### src/rtl/fwd_hazard_unit_if.sv
// Bundle between the 5-stage pipeline and the forwarding/hazard unit.
// The pipeline side drives the master modport and the unit takes the slave modport.
interface fwd_hazard_unit_if #(
  parameter int NPORTS = 2,
  parameter int REG_W  = 5,
  parameter int DATA_W = 32,
  parameter int CNT_W  = 32
);
  logic [NPORTS*REG_W-1:0]  id_src_i;
  logic [NPORTS-1:0]        id_use_i;
  logic [REG_W-1:0]         ex_rw_i;
  logic                     ex_wen_i;
  logic                     ex_memread_i;
  logic [REG_W-1:0]         mem_rw_i;
  logic                     mem_wen_i;
  logic [DATA_W-1:0]        mem_data_i;
  logic [DATA_W-1:0]        wb_data_i;
  logic [NPORTS*DATA_W-1:0] ex_rdat_i;
  logic                     ex_en_i;
  logic                     flush_i;
  logic [NPORTS*DATA_W-1:0] ex_opnd_o;
  logic [NPORTS*2-1:0]      fwd_sel_o;
  logic                     stall_o;
  logic [CNT_W-1:0]         stall_cnt_o;

  modport master (
    output id_src_i, id_use_i, ex_rw_i, ex_wen_i, ex_memread_i, mem_rw_i, mem_wen_i,
           mem_data_i, wb_data_i, ex_rdat_i, ex_en_i, flush_i,
    input  ex_opnd_o, fwd_sel_o, stall_o, stall_cnt_o
  );

  modport slave (
    input  id_src_i, id_use_i, ex_rw_i, ex_wen_i, ex_memread_i, mem_rw_i, mem_wen_i,
           mem_data_i, wb_data_i, ex_rdat_i, ex_en_i, flush_i,
    output ex_opnd_o, fwd_sel_o, stall_o, stall_cnt_o
  );
endinterface

### src/rtl/fwd_hazard_unit.sv
// Forwarding unit: the selects are resolved in ID and registered at ID/EX, so EX only sees a small mux.
// It also generates multi-cycle load-use stalls and keeps a saturating count of stall cycles.
module fwd_hazard_unit #(
  parameter int NPORTS   = 2,
  parameter int REG_W    = 5,
  parameter int DATA_W   = 32,
  parameter int LOAD_LAT = 1,
  parameter int CNT_W    = 32
) (
  input  logic             CLK,
  input  logic             RST,
  fwd_hazard_unit_if.slave bus
);
  localparam int CW = (LOAD_LAT > 1) ? $clog2(LOAD_LAT) : 1;
  localparam logic [0:0] S_IDLE  = 1'b0;
  localparam logic [0:0] S_STALL = 1'b1;

  logic [NPORTS-1:0]              hit_ex, hit_mem;
  logic [NPORTS-1:0][1:0]         sel_d, sel_q;
  logic [NPORTS-1:0][DATA_W-1:0]  opnd;
  logic [0:0]                     state_d, state_q;
  logic [CW-1:0]                  cnt_d, cnt_q;
  logic [CNT_W-1:0]               stall_cnt_q;
  logic                           luse, stall;

  for (genvar p = 0; p < NPORTS; p++) begin : g_port
    logic [REG_W-1:0] src;
    logic             rd;
    assign src = bus.id_src_i[p*REG_W +: REG_W];
    // r0 is hardwired zero, so it never forwards or stalls.
    assign rd  = bus.id_use_i[p] && (src != '0);
    assign hit_ex[p]  = rd && bus.ex_wen_i  && (bus.ex_rw_i  == src);
    assign hit_mem[p] = rd && bus.mem_wen_i && (bus.mem_rw_i == src);

    always_comb begin
      sel_d[p] = 2'b00;
      if (hit_ex[p])       sel_d[p] = 2'b01;
      else if (hit_mem[p]) sel_d[p] = 2'b10;
    end

    always_comb begin
      opnd[p] = bus.ex_rdat_i[p*DATA_W +: DATA_W];
      case (sel_q[p])
        2'b01:   opnd[p] = bus.mem_data_i;
        2'b10:   opnd[p] = bus.wb_data_i;
        default: opnd[p] = bus.ex_rdat_i[p*DATA_W +: DATA_W];
      endcase
    end
  end

  assign luse  = bus.ex_memread_i && (|hit_ex);
  assign stall = (((state_q == S_IDLE) && luse) || (state_q == S_STALL)) && !bus.flush_i;

  // The IDLE cycle that detects the hazard is the first stall cycle, so STALL covers LOAD_LAT-1 more.
  always_comb begin
    state_d = state_q;
    cnt_d   = cnt_q;
    if (bus.flush_i) begin
      state_d = S_IDLE;
      cnt_d   = '0;
    end else begin
      case (state_q)
        S_IDLE: if (luse && (LOAD_LAT > 1)) begin
          state_d = S_STALL;
          cnt_d   = CW'(LOAD_LAT - 1);
        end
        default: if (cnt_q == CW'(1)) begin
          state_d = S_IDLE;
          cnt_d   = '0;
        end else begin
          cnt_d = cnt_q - CW'(1);
        end
      endcase
    end
  end

  always_ff @(posedge CLK) begin
    if (RST) begin
      state_q     <= S_IDLE;
      cnt_q       <= '0;
      sel_q       <= '0;
      stall_cnt_q <= '0;
    end else begin
      state_q <= state_d;
      cnt_q   <= cnt_d;
      if (bus.flush_i || stall) sel_q <= '0;
      else if (bus.ex_en_i)     sel_q <= sel_d;
      if (stall && !(&stall_cnt_q)) stall_cnt_q <= stall_cnt_q + CNT_W'(1);
    end
  end

  assign bus.ex_opnd_o   = opnd;
  assign bus.fwd_sel_o   = sel_q;
  assign bus.stall_o     = stall;
  assign bus.stall_cnt_o = stall_cnt_q;
endmodule
### src/flat_wrapper.sv
// flat-port wrapper written by rule: the top's interface ports become plain ports
module fwd_hazard_unit_flat 
#(
  parameter int NPORTS   = 2,
  parameter int REG_W    = 5,
  parameter int DATA_W   = 32,
  parameter int LOAD_LAT = 1,
  parameter int CNT_W    = 32
)
  (CLK, RST, bus_id_src_i, bus_id_use_i, bus_ex_rw_i, bus_ex_wen_i, bus_ex_memread_i, bus_mem_rw_i, bus_mem_wen_i, bus_mem_data_i, bus_wb_data_i, bus_ex_rdat_i, bus_ex_en_i, bus_flush_i, bus_ex_opnd_o, bus_fwd_sel_o, bus_stall_o, bus_stall_cnt_o);
  fwd_hazard_unit_if #(.NPORTS(NPORTS), .REG_W(REG_W), .DATA_W(DATA_W), .CNT_W(CNT_W)) bus_i ();
  input  logic CLK;
  input  logic RST;
  input wire logic [$bits(bus_i.id_src_i)-1:0] bus_id_src_i;
  input wire logic [$bits(bus_i.id_use_i)-1:0] bus_id_use_i;
  input wire logic [$bits(bus_i.ex_rw_i)-1:0] bus_ex_rw_i;
  input wire logic [$bits(bus_i.ex_wen_i)-1:0] bus_ex_wen_i;
  input wire logic [$bits(bus_i.ex_memread_i)-1:0] bus_ex_memread_i;
  input wire logic [$bits(bus_i.mem_rw_i)-1:0] bus_mem_rw_i;
  input wire logic [$bits(bus_i.mem_wen_i)-1:0] bus_mem_wen_i;
  input wire logic [$bits(bus_i.mem_data_i)-1:0] bus_mem_data_i;
  input wire logic [$bits(bus_i.wb_data_i)-1:0] bus_wb_data_i;
  input wire logic [$bits(bus_i.ex_rdat_i)-1:0] bus_ex_rdat_i;
  input wire logic [$bits(bus_i.ex_en_i)-1:0] bus_ex_en_i;
  input wire logic [$bits(bus_i.flush_i)-1:0] bus_flush_i;
  output wire logic [$bits(bus_i.ex_opnd_o)-1:0] bus_ex_opnd_o;
  output wire logic [$bits(bus_i.fwd_sel_o)-1:0] bus_fwd_sel_o;
  output wire logic [$bits(bus_i.stall_o)-1:0] bus_stall_o;
  output wire logic [$bits(bus_i.stall_cnt_o)-1:0] bus_stall_cnt_o;
  assign bus_i.id_src_i = bus_id_src_i;
  assign bus_i.id_use_i = bus_id_use_i;
  assign bus_i.ex_rw_i = bus_ex_rw_i;
  assign bus_i.ex_wen_i = bus_ex_wen_i;
  assign bus_i.ex_memread_i = bus_ex_memread_i;
  assign bus_i.mem_rw_i = bus_mem_rw_i;
  assign bus_i.mem_wen_i = bus_mem_wen_i;
  assign bus_i.mem_data_i = bus_mem_data_i;
  assign bus_i.wb_data_i = bus_wb_data_i;
  assign bus_i.ex_rdat_i = bus_ex_rdat_i;
  assign bus_i.ex_en_i = bus_ex_en_i;
  assign bus_i.flush_i = bus_flush_i;
  assign bus_ex_opnd_o = bus_i.ex_opnd_o;
  assign bus_fwd_sel_o = bus_i.fwd_sel_o;
  assign bus_stall_o = bus_i.stall_o;
  assign bus_stall_cnt_o = bus_i.stall_cnt_o;
  fwd_hazard_unit #(.NPORTS(NPORTS), .REG_W(REG_W), .DATA_W(DATA_W), .LOAD_LAT(LOAD_LAT), .CNT_W(CNT_W)) u_core (.CLK(CLK), .RST(RST), .bus(bus_i));
endmodule
### config.mk
export PLATFORM = sky130hd
export DESIGN_NAME = fwd_hazard_unit_flat
export DESIGN_NICKNAME = d
export VERILOG_FILES = /design/src/rtl/fwd_hazard_unit_if.sv /design/src/rtl/fwd_hazard_unit.sv /design/src/flat_wrapper.sv
export SDC_FILE = /design/constraint.sdc
export NUM_CORES = 1
export LEC_CHECK = 0
export ABC_AREA = 0
export CAP_MARGIN = 20
export CORE_AREA = 2 2 101 103
export CTS_BUF_LIST = sky130_fd_sc_hd__clkbuf_4 sky130_fd_sc_hd__clkbuf_8
export CTS_CLUSTER_SIZE = 40
export DETAILED_ROUTE_END_ITERATION = 12
export DIE_AREA = 0 0 103 105
export GPL_ROUTABILITY_DRIVEN = 0
export GPL_TIMING_DRIVEN = 0
export HOLD_SLACK_MARGIN = 0.12
export PLACE_DENSITY = 0.84
export SETUP_SLACK_MARGIN = 0.02
export SYNTH_ARGS = -nofsm -noshare
export SYNTH_HDL_FRONTEND = slang
export SYNTH_SLANG_ARGS = --single-unit
### constraint.sdc
create_clock -name CLK -period 6.55 [get_ports CLK]
set_input_delay 1.965 -clock CLK [delete_from_list [all_inputs] [get_ports CLK]]
set_output_delay 1.965 -clock CLK [all_outputs]
set_load 0.005 [all_outputs]
==> flow_metrics.tcl <==
set metrics [dict create \
    status "completed" \
    drc_errors 0 \
    p_sw_uw 147.7 \
    power_density_nw_per_um2 96.77 \
    critPathCapture "bus_stall_o" \
    synth_ff_type "dfxtp_1" \
    grt_pass1_wl_um 25320 \
    period_minus_slack_ps 6358 \
    synth_cell_types 43 \
    clock_path_buffers 2 \
    critical_path.max_fanout 10 \
    rr_worst_depth 9 \
    hold_path.class "flop to flop" \
    grt_overflow 0 \
    crit_start "bus_id_src_i[4]" \
    hold_viol 0 \
    layout_common_cells "clkdlybuf4s50_1, nand2_1, o21ai_0" \
    track_usage_pct 29.63 \
    die_x_um 103 \
    dr.pass1.iters 7 \
    wire_per_inst_um 19.22 \
    netSwitchingFraction_pct 24.55 \
    clk_latency_ps 290 \
    rows 36 \
    synth-seq-cells 38 \
    rsz0062_at_grt "no" \
    r2r-start "u_core.bus.stall_cnt_o[3]" \
    clock_skew_ps 2.396 \
    crit_arrival_ps 4390 \
    drv_cap 0 \
    async_flop_share_pct 0 \
    h-tree-depth 2 \
    grt_use_met2_pct 54.73 \
    p_comb_share_pct 33.1 \
    worstSetupStartpointType "primary input" \
    vias_per_cell 5.510 \
    syn_avg_cell_area_sq_um 7.005 \
    ant_nets 0 \
    die_y_um 105 \
    tightest_slew_ps 676.2 \
    fmax_ghz 0.1573 \
    io_pins 258 \
    synth-seq-area-share_pct 22.49 \
    drv_slew 0 \
    wl_um 16970 \
    initial_core_util_pct 35.10 \
    routed-via-count 4865 \
    register_area_sq_um 760.7 \
    worstPathRequired_ps 4590 \
    cp-end-kind "output port" \
    ir_worst_vdd_mv 0.1335 \
    fin_setup_tns_ps 0 \
    cts_tree "yes" \
    core_area_sq_um 9639 \
    crit_type "primary input to output port" \
    drive_above_1_share_pct 3.481 \
    grt.busiest_layer "met2" \
    rrSetupSlack_ps 4160 \
    yosysWarnings 0 \
    use_met3_pct 10.37 \
    setup_viol 0 \
    syn_to_final_growth_pct 83.69 \
    final_common_cell "clkdlybuf4s50_1" \
    multiInputGateArea_sq_um 2441 \
    antenna_found_initial 4 \
    p_seq_share_pct 38.4 \
    maxSlewHeadroom_pct 54.92 \
    drt_iter0_drc 215 \
    synth_fp_nets 645 \
    min_path_cells 1 \
    gr-usage-met1_pct 29.47 \
    clkTransAtPathRegs_ps 70 \
    cts_root_buf "clkbuf_8" \
    cts_hold_buf 0 \
    dp_hpwl_um 13790 \
    fin_crit_sh_pct 97.06 \
    total_power_uw 601.4 \
    synthCells 483 \
    leakage_uw 0.002203 \
    dieArea_sq_um 10820 \
    layout.nets 908 \
    p_clk_share_pct 28.5 \
    ctsResizeCount 0 \
    port_buffers 256 \
    grt_pass1_vias 5014 \
    r2r_end "u_core.bus.stall_cnt_o[2]" \
    intPower_uw 453.7 \
    cts_buffers 5 \
    post_cts_buffers 0 \
    clock-sinks 38 \
    synth_area_sq_um 3383 \
    n_fill_cell 851 \
    grt_max_degree 12 \
    synth_edf_count 0 \
]
==> worst max-delay path: stages <==
cell             delay (ps)
clkdlybuf4s50_1         480
xor2_1                  210
nor4_2                  310
and4_4                  290
o31ai_4                 120
clkinv_4                 90
buf_6                   140
buf_2                   240
clkdlybuf4s50_1         550
==> final cells by class <==
class,count,share of cell area (%)
Buffer,37,2.476
Clock inverter,1,0.08053
Inverter,6,0.4429
Sequential cell,38,12.24
Tap cell,133,2.678
Multi-Input combinational cell,402,39.28
Clock buffer,7,1.450
Antenna cell,3,0.1208
Timing Repair Buffer,256,41.23
==> stage by stage <==
stage	area [sq um]	hold WS [ps]	setup slack (ps)	instances	util [%]
5_1_grt	6207	481.2	36.30	880	64.40
2_1_floorplan	3383	422.1	1438	483	-
3_3_place_gp	6112	431.3	262.8	872	63.41
3_5_place_dp	6112	440.4	212.7	872	63.41
6_report	6215	458.6	192.5	883	64.47
4_1_cts	6207	456.0	208.8	880	64.40
==> cells in the mapped netlist, types with 2 or more instances <==
cell type	count	area [sq um]
a41oi_1	2	17.52
nor4_1	5	31.28
a21oi_1	4	20.02
nand4_1	17	106.4
nand3_2	2	20.02
and3_1	11	68.82
or4_1	2	15.01
xor2_1	29	254.0
a22oi_1	64	480.5
nor2_1	41	153.9
o2111ai_1	2	17.52
xnor2_1	17	148.9
nor4_2	4	50.05
dfxtp_1	38	760.7
nand2_1	83	311.6
nor3_1	10	50.05
o21ai_0	65	325.3
clkbuf_1	32	120.1
and4_1	2	17.52
o31ai_1	2	15.01
and2_1	3	18.77
inv_1	5	18.77
or3_1	2	12.51
buf_2	3	15.01
nor2b_1	3	18.77
ha_1	5	62.56
nand3_1	11	55.05
mux2i_1	2	20.02
mux2_1	3	33.78
==> metal layers <==
metal  up-vias  wire, um
li1       2288         -
met1      2266      5952
met2       250      8528
met3        57      1806
met4         4       658
met5         -        28
==> registers in the layout, indices dropped and copies added, names as in the netlist <==
signal	count
u_core.bus.fwd_sel_o	4
u_core.bus.stall_cnt_o	32
u_core.cnt_q	1
u_core.state_q	1
==> power by group through the flow <==
stage                     sequential (uW)  clock (uW)  combinational (uW)
after floorplan                       236           0                40.2
after global placement                236           0                 193
after detailed placement              236           0                 197
after CTS                             231         172                 198
after global routing                  231         181                 211
final                                 231         171                 199
==> worst min path at each step <==
stage            startpoint        endpoint  slack, ps
2_1_floorplan  u_core.cnt_q  u_core.state_q        420
3_3_place_gp   u_core.cnt_q  u_core.state_q        430
3_5_place_dp   u_core.cnt_q  u_core.state_q        440
4_1_cts        u_core.cnt_q  u_core.state_q        460
5_1_grt        u_core.cnt_q  u_core.state_q        480
6_report       u_core.cnt_q  u_core.state_q        460
==> cells by family (layout without fill, tap and decap cells) <==
logic type | count (synthesis) | in the layout | synth area share, %
fa+ha+maj | 5 | 5 | 1.849
compound gates | 142 | 142 | 26.96
xor+xnor | 46 | 46 | 11.91
other cells | 0 | 3 | 0
buf+inv | 43 | 307 | 5.363
simple gates | 204 | 204 | 29.85
mux | 5 | 5 | 1.590
flops | 38 | 38 | 22.49
Note: power is estimated with default switching activity, not from simulation.
